File: src/rtl/dmem_rmw_ctrl.sv
// dmem_rmw_ctrl: memory-side responder for CPU data accesses against a
// word-only synchronous data memory. Loads read a word and extract/extend one
// lane. Sub-word stores (SB/SH) read the word, merge the new lane and write
// the whole word back. Full-word stores (SW) write directly. One request is in
// flight at a time. Valid/ready handshakes are used on both the request side
// and the response side.
module dmem_rmw_ctrl #(
  parameter int MEM_RD_LAT = 1,   // mem_re cycle to mem_rdata-valid cycle, 1..4
  parameter int AW         = 32   // byte-address width
) (
  input  logic          clk,
  input  logic          rst,
  input  logic          req_valid,
  output logic          req_ready,
  input  logic [AW-1:0] req_addr,
  input  logic [3:0]    req_access,
  input  logic [31:0]   req_wdata,
  output logic          resp_valid,
  input  logic          resp_ready,
  output logic [31:0]   resp_rdata,
  output logic          resp_err,
  output logic [AW-3:0] mem_addr,
  output logic          mem_re,
  output logic          mem_we,
  output logic [31:0]   mem_wdata,
  input  logic [31:0]   mem_rdata
);

  // Access codes as carried on req_access.
  localparam logic [3:0] ACC_LB  = 4'd0;
  localparam logic [3:0] ACC_LH  = 4'd1;
  localparam logic [3:0] ACC_LW  = 4'd2;
  localparam logic [3:0] ACC_LBU = 4'd3;
  localparam logic [3:0] ACC_LHU = 4'd4;
  localparam logic [3:0] ACC_SB  = 4'd5;
  localparam logic [3:0] ACC_SH  = 4'd6;
  localparam logic [3:0] ACC_SW  = 4'd7;

  localparam logic [2:0] LAT = 3'(MEM_RD_LAT);

  typedef enum logic [2:0] {
    S_IDLE,
    S_RD,
    S_WAIT,
    S_WR,
    S_RESP
  } state_t;

  state_t        state, state_next;
  logic [AW-1:0] addr_q;
  logic [3:0]    acc_q;
  logic [31:0]   word_q;     // store data at accept; merged word after capture
  logic [31:0]   rdata_q;
  logic          err_q;
  logic [2:0]    cnt_q;
  logic          accept;
  logic          capture;
  logic          mem_active;

  // Misaligned halfword/word accesses and undefined codes are rejected at accept.
  function automatic logic access_err(input logic [3:0] acc, input logic [1:0] a);
    logic e;
    case (acc)
      ACC_LB, ACC_LBU, ACC_SB: e = 1'b0;
      ACC_LH, ACC_LHU, ACC_SH: e = a[0];
      ACC_LW, ACC_SW:          e = (a != 2'b00);
      default:                 e = 1'b1;
    endcase
    return e;
  endfunction

  // Select the addressed lane of the read word and extend it to 32 bits.
  function automatic logic [31:0] load_extract(input logic [3:0] acc, input logic [1:0] a,
                                               input logic [31:0] w);
    logic [7:0]  b;
    logic [15:0] h;
    logic [31:0] r;
    b = w[8*a +: 8];
    h = w[16*a[1] +: 16];
    case (acc)
      ACC_LB:  r = {{24{b[7]}}, b};
      ACC_LBU: r = {24'h0, b};
      ACC_LH:  r = {{16{h[15]}}, h};
      ACC_LHU: r = {16'h0, h};
      ACC_LW:  r = w;
      default: r = 32'h0;
    endcase
    return r;
  endfunction

  // Replace the addressed byte/half of the read word with the store data.
  function automatic logic [31:0] store_merge(input logic [3:0] acc, input logic [1:0] a,
                                              input logic [31:0] w, input logic [31:0] d);
    logic [31:0] m;
    m = w;
    if (acc == ACC_SB) m[8*a +: 8] = d[7:0];
    else if (acc == ACC_SH) m[16*a[1] +: 16] = d[15:0];
    return m;
  endfunction

  assign accept     = req_valid && req_ready;
  assign req_ready  = (state == S_IDLE) && !rst;
  assign resp_valid = (state == S_RESP);
  assign resp_rdata = resp_valid ? rdata_q : 32'h0;
  assign resp_err   = resp_valid && err_q;
  assign mem_active = (state == S_RD) || (state == S_WR);
  assign mem_addr   = mem_active ? addr_q[AW-1:2] : '0;
  assign mem_wdata  = mem_we ? word_q : 32'h0;

  // State register; reset aborts any operation, including a pending write.
  // NOTE: sequential state uses non-blocking assignments so every flop samples pre-edge values.
  always_ff @(posedge clk or posedge rst) begin
    if (rst) state <= S_IDLE;
    else     state <= state_next;
  end

  // Next-state and memory strobes.
  // NOTE: every output of this block gets a default first so no latch is inferred.
  always_comb begin
    state_next = state;
    mem_re     = 1'b0;
    mem_we     = 1'b0;
    capture    = 1'b0;
    case (state)
      S_IDLE: begin
        if (accept) begin
          if (access_err(req_access, req_addr[1:0])) state_next = S_RESP;
          else if (req_access == ACC_SW)             state_next = S_WR;
          else                                       state_next = S_RD;
        end
      end
      S_RD: begin
        mem_re     = 1'b1;
        state_next = S_WAIT;
      end
      S_WAIT: begin
        if (cnt_q == 3'd1) begin
          capture    = 1'b1;
          state_next = ((acc_q == ACC_SB) || (acc_q == ACC_SH)) ? S_WR : S_RESP;
        end
      end
      S_WR: begin
        mem_we     = 1'b1;
        state_next = S_RESP;
      end
      S_RESP: begin
        if (resp_ready) state_next = S_IDLE;
      end
      default: state_next = S_IDLE;
    endcase
  end

  // Request latch, read-latency counter and capture of the read word.
  always_ff @(posedge clk or posedge rst) begin
    if (rst) begin
      addr_q  <= '0;
      acc_q   <= 4'h0;
      word_q  <= 32'h0;
      rdata_q <= 32'h0;
      err_q   <= 1'b0;
      cnt_q   <= 3'd0;
    end else begin
      if (accept) begin
        addr_q  <= req_addr;
        acc_q   <= req_access;
        word_q  <= req_wdata;
        rdata_q <= 32'h0;
        err_q   <= access_err(req_access, req_addr[1:0]);
      end
      if (state == S_RD)        cnt_q <= LAT;
      else if (state == S_WAIT) cnt_q <= cnt_q - 3'd1;
      if (capture) begin
        if ((acc_q == ACC_SB) || (acc_q == ACC_SH))
          word_q <= store_merge(acc_q, addr_q[1:0], mem_rdata, word_q);
        else
          rdata_q <= load_extract(acc_q, addr_q[1:0], mem_rdata);
      end
    end
  end

endmodule

File: config.mk
export PLATFORM = sky130hd
export DESIGN_NAME = dmem_rmw_ctrl
export DESIGN_NICKNAME = d
export VERILOG_FILES = /design/src/rtl/dmem_rmw_ctrl.sv
export SDC_FILE = /design/constraint.sdc
export NUM_CORES = 1
export LEC_CHECK = 0
export BUFFER_PORTS_ARGS = -buffer_cell sky130_fd_sc_hd__buf_2
export CAP_MARGIN = 40
export CORE_UTILIZATION = 45
export CTS_CLUSTER_DIAMETER = 200
export CTS_CLUSTER_SIZE = 20
export DETAILED_ROUTE_END_ITERATION = 8
export PLACE_DENSITY = 0.74
export SLEW_MARGIN = 10
export SYNTH_ARGS = -nofsm -noshare
export SYNTH_HDL_FRONTEND = slang
export SYNTH_SLANG_ARGS = --single-unit
File: constraint.sdc
create_clock -name clk -period 2.9 [get_ports clk]
set_input_delay 0.29 -clock clk [delete_from_list [all_inputs] [get_ports clk]]
set_output_delay 0.29 -clock clk [all_outputs]
set_load 0.005 [all_outputs]
=== After elaboration in Yosys (flattened, before gate mapping) ===
Index checks and enable logic that the tools add are counted.

* Word-level logic and storage cells: 82
* Bits in writable memories: 0
* ROM bits: 0
* Output and inout bits: 99
* Latch bits: 0
* Memories: 0
* Register bits after elaboration: 107

* Shift operators: 6
* Divide/modulo/power cells: 0
* $mul: 0
* Bitwise gates (word level): 0
* Equal/unequal tests: 21
* Add/sub/neg operators: 3
* $lt $le $gt $ge: 0
* Muxes and demuxes: 30
* Reductions and logical operators: 15

{| class="wikitable"
|+ Operators by type and width
! cell !! number
|-
| two-way mux 32 bit || 10
|-
| one-hot mux 32 bit (5 select lines) || 1
|-
| negation 5 -> 34 bit || 2
|-
| bitwise mux 32 bit || 2
|-
| variable shift 16 x 34 -> 32 bit, first input constant || 1
|-
| variable shift 8 x 34 -> 32 bit, first input constant || 1
|-
| variable part select 16 x 34 -> 32 bit || 1
|-
| variable part select 8 x 34 -> 32 bit || 1
|-
| variable part select 32 x 6 -> 16 bit || 1
|-
| variable part select 32 x 6 -> 8 bit || 1
|-
| two-way mux 30 bit || 1
|-
| == test 4 x 3 -> 1 bit, second input constant || 7
|-
| two-way mux 3 bit || 7
|-
| == test 4 x 2 -> 1 bit, second input constant || 4
|-
| one-hot mux 3 bit (5 select lines) || 1
|-
| == test 4 x 1 -> 1 bit, second input constant || 2
|-
| zero test 4 bit || 2
|-
| == test 3 x 1 -> 1 bit, second input constant || 2
|-
| == test 3 x 2 -> 1 bit, second input constant || 2
|-
| two-way mux 1 bit || 6
|-
| OR reduction 3 bit || 2
|-
| != test 2 bit, second input constant || 2
|-
| nonzero test 2 bit || 2
|-
| == test 3 bit, second input constant || 1
|-
| 10 further kinds || 13
|}

=== Logic depth before layout (Yosys ltp) ===
* Word-level depth: 8
* Mapped depth: 8
* Depth with buffers taken out: 6

=== Worst setup path after synthesis ===
Ideal clock, no wire load.

* Kind: register -> register
* From: register addr_q[1]
* To: register word_q[10]
* Arrival: 2.056 ns
* Clock period less this slack: 2.151 ns
* Slack: 0.749 ns
* Cell stages (with the launch flop): 8
* Data required time: 2.806 ns
* Cells stage by stage: dfrtp_1 -> buf_2 -> inv_1 -> ha_1 -> nand2_1 -> nor4_1 -> a221oi_1 -> a211oi_1

* Longest elaborated chain between the ends: 7
* Elaborated cells on any way between the ends: 12

{| class="wikitable"
|+ RTL lines
! what !! RTL line !! text
|-
| start, declared || 50 || <nowiki>logic [AW-1:0] addr_q;</nowiki>
|-
| start signal, assigned || 164 || <nowiki>addr_q <= req_addr;</nowiki>
|-
| negation 5 -> 34 bit || 97 || <nowiki>else if (acc == ACC_SH) m[16*a[1] +: 16] = d[15:0];</nowiki>
|-
| variable part select 16 x 34 -> 32 bit or variable shift 16 x 34 -> 32 bit (tied branches) || 97 ||
|-
| bitwise mux 32 bit || 97 ||
|-
| two-way mux 32 bit || 97 ||
|-
| two-way mux 32 bit * || 96 || <nowiki>if (acc == ACC_SB) m[8*a +: 8] = d[7:0];</nowiki>
|-
| two-way mux 32 bit * || 173 || <nowiki>if ((acc_q == ACC_SB) || (acc_q == ACC_SH))</nowiki>
|-
| two-way mux 32 bit * || 172 || <nowiki>if (capture) begin</nowiki>
|-
| end signal, assigned || 166 || <nowiki>word_q <= req_wdata;</nowiki>
|-
| end signal, assigned || 174 || <nowiki>word_q <= store_merge(acc_q, addr_q[1:0], mem_rdata, word_q);</nowiki>
|-
| end, declared || 52 || <nowiki>logic [31:0] word_q;</nowiki>
|}

Every way passes the cells marked *; elsewhere a longest branch is shown, timed or not.
A chain may end at the register's enable or synchronous reset.

=== Worst setup path in the final report ===
* From: register state[0]
* To: output mem_addr[24]

* Longest elaborated chain between the ends: 3
* Elaborated cells on any way between the ends: 4

{| class="wikitable"
|+ RTL lines
! what !! RTL line !! text
|-
| start, declared || 49 || <nowiki>state_t state, state_next;</nowiki>
|-
| start signal, assigned || 114 || <nowiki>else state <= state_next;</nowiki>
|-
| == test 3 x 1 -> 1 bit or == test 3 x 2 -> 1 bit (tied branches) || 106 || <nowiki>assign mem_active = (state == S_RD) || (state == S_WR);</nowiki>
|-
| logical OR 1 bit * || 106 ||
|-
| two-way mux 30 bit * || 107 || <nowiki>assign mem_addr = mem_active ? addr_q[AW-1:2] : '0;</nowiki>
|-
| end, declared || 22 || <nowiki>output logic [AW-3:0] mem_addr,</nowiki>
|}

Marked as above.

==> reports/results.txt <==
outcome -> finished clean
FILL cells -> 1345
Main synth FF type -> dfrtp_1
Critical Path Source Type -> flip-flop
initial antenna violation count -> 0
Arrival @ worst endpoint -> 2.33 ns
crit path max fanout -> 35
drt first pass iters -> 6
root buffer cell -> clkbuf_16
Yosys reg bits -> 107
GRT overflow -> 0
Top delay family on crit path -> simple AND/OR/NAND/NOR gates
layout cells sized above 1 -> 0.284
worst setup path startpoint -> state[0]
R2R setup slack -> 0.45 ns
Post CTS Setup Buffer Count -> 0
sequential area share after synthesis -> 0.412
fin cells -> 1092
DRC violations left -> 0
Synth area leaders -> dfrtp_1, nand2_1, and2_1
count leader, synth -> nand2_1
ANT cells -> 0
RSZ-0062 raised after global routing -> no
GRT met2 Usage -> 0.431
Net Switching -> 2.61 mW
max_cap viols -> 0
final period utilization -> 0.902
Buf+Inv Stages, Crit Path -> 2
drt wl/cell -> 18.4 µm
HP Class -> primary input to async pin
Syn. warnings -> 0
pre-CTS setup slack -> 0.548 ns
Max VDD drop -> 0.000364 V
leakage power -> 4.20 nW
CP max stage delay -> 0.66 ns
H-tree levels -> 3
placer congestion estimate -> 0.900
worst flop-to-flop path startpoint -> state[0]
clock skew -> 0.00723 ns
worst slew pin tran -> 0.937 ns
internal power -> 3.73 mW
die area -> 0.0149 mm²
Final Hold Fails -> 0
most used routing layer -> met2
synthesized instance count -> 737
Placed Cells -> 1076
clock share of power -> 0.197
Cell variety after synth -> 62
CTS tree -> yes
DP HPWL -> 14600 µm
Antenna Violating Nets Remaining -> 0
CP max stage cell -> dfrtp_1
starting density of the core -> 0.465
I/O pin total -> 203
clk slew on worst S/H paths -> 0.07 ns
vias in the first global route -> 6055
required time worst endpoint -> 2.61 ns
Fmax -> 382 MHz
first-pass GRT wire length -> 31600 µm
CTS sink cnt -> 107
hold-fix buffers at CTS -> 0
R2R Path End -> word_q[2]
final worst slack -> 0.285 ns
Worst R2R Path Depth -> 4
cell taking the most area after synthesis -> dfrtp_1
pwr dens -> 800 mW/mm²
routed wire length -> 20100 µm
ys async rst share -> 1.00
hold slack -> 0.0729 ns
list of most frequent post-synthesis cells -> nand2_1, dfrtp_1, and2_1
normalized max-slew margin -> 0.374
sequential power share -> 0.414
post-route cell area -> 0.00792 mm²
Die Ht -> 122 µm
area share of the largest cell type after synthesis -> 0.412
Mapped Avg Cell Area -> 8.82 µm²
clk buf depth -> 2
largest net degree at the start of global routing -> 78
max-slew violations -> 0
Tmin final -> 2.62 ns
total track usage -> 0.274
final setup fails -> 0
Synthesized Nets -> 848
Layout area overhead -> 21.8%
DP Area -> 0.00763 mm²
Final Net Count -> 1018
routed vias/inst -> 5.84
via count -> 6373
critical path class -> flip-flop to output pin
CP Capture Type -> output pin
clock latency on the worst-skew pair -> 0.36 ns
Logic pwr share -> 0.389
EDFF count, synth -> 0
total CTS buffers -> 9
cell area after synthesis -> 0.00650 mm²
core area -> 0.0140 mm²
FP Rows -> 43
GR Layer Usage met3 -> 0.0353
GR Layer Usage met1 -> 0.375
crit-path cells -> nor2b_4 > buf_4 > and2_1 > buf_2
Die X -> 122 µm
Setup Total Neg Slack -> 0 ns
DRT iter0 DRCs -> 667
Buffers on Ports -> 202
switching share of power -> 0.412
post_cts resized -> 0
[layer usage]
metal,vias to the layer above,part of all wire
met2,261,0.46
met3,53,0.066
met4,0,0.035
li1,2986,-
met1,3073,0.44
met5,-,0
[cell families (layout without fill, tap and decap cells)]
kind of cell    after synthesis  in the layout  synth area share
simple gates                321            321             0.261
compound gates              191            191             0.215
flops                       107            107             0.412
buf+inv                      87            262            0.0583
mux                          20             20            0.0344
fa+ha+maj                     7              7            0.0135
xor+xnor                      4              4           0.00539
[layout by cell type (no fill, tap or decap), types with 10 or more instances in the layout]
master | synthesis | layout
a211oi_1 | 21 | 21
a21oi_1 | 29 | 29
a22o_1 | 24 | 24
and2_1 | 66 | 66
and3_1 | 47 | 47
buf_2 | 15 | 202
buf_4 | 5 | 19
dfrtp_1 | 107 | 107
inv_1 | 24 | 23
mux2i_1 | 10 | 10
nand2_1 | 134 | 133
nand3_1 | 10 | 10
nor2_1 | 21 | 21
o21ai_0 | 34 | 34
[worst register-to-register path: stages (launching register included)]
cell and delay, ns:
dfrtp_1 0.56, nor4b_4 0.53, nand4_1 0.53, a21oi_2 0.53, o32a_1 0.24
[sequential cells by signal (all words and copies together) (netlist names)]
| register | cells |
|---|---|
| acc_q | 4 |
| addr_q | 32 |
| cnt_q | 3 |
| err_q | 1 |
| rdata_q | 32 |
| state | 3 |
| word_q | 32 |
[final cells by class]
type | count | area, µm² | share of cell area
clock buffers | 9 | 225 | 0.0284
clock inverters | 7 | 66.3 | 0.00837
inverters | 24 | 93.8 | 0.0118
multi-input cells | 543 | 3460 | 0.437
flip-flops and latches | 107 | 2680 | 0.338
well taps | 180 | 225 | 0.0284
repair buffers | 222 | 1170 | 0.148
[power by group through the flow]
stage          registers (mW)  logic [mW]  clock network, mW
6_report                 2.62        2.47               1.25
5_1_grt                  2.70        2.76               1.31
4_1_cts                  2.60        2.45               1.26
3_5_place_dp             2.63        2.44                  0
3_3_place_gp             2.62        2.38                  0
2_1_floorplan            2.32        2.00                  0
[through the flow]
step / power [mW] / util
finish: 6.34 / 0.566
detailed placement: 5.06 / 0.546
global placement: 5.00 / 0.546
global route: 6.78 / 0.566
floorplan: 4.32 / -
CTS: 6.31 / 0.566
[worst max-delay path by stage]
stage	to	slack (ns)	cells after the start
3_5_place_dp	word_q[6]	0.55	4
5_1_grt	mem_addr[24]	0.16	4
2_1_floorplan	word_q[10]	0.75	7
3_3_place_gp	word_q[5]	0.60	4
6_report	mem_addr[24]	0.28	4
4_1_cts	mem_addr[7]	0.28	4
Note: power is estimated with default switching activity, not from simulation.
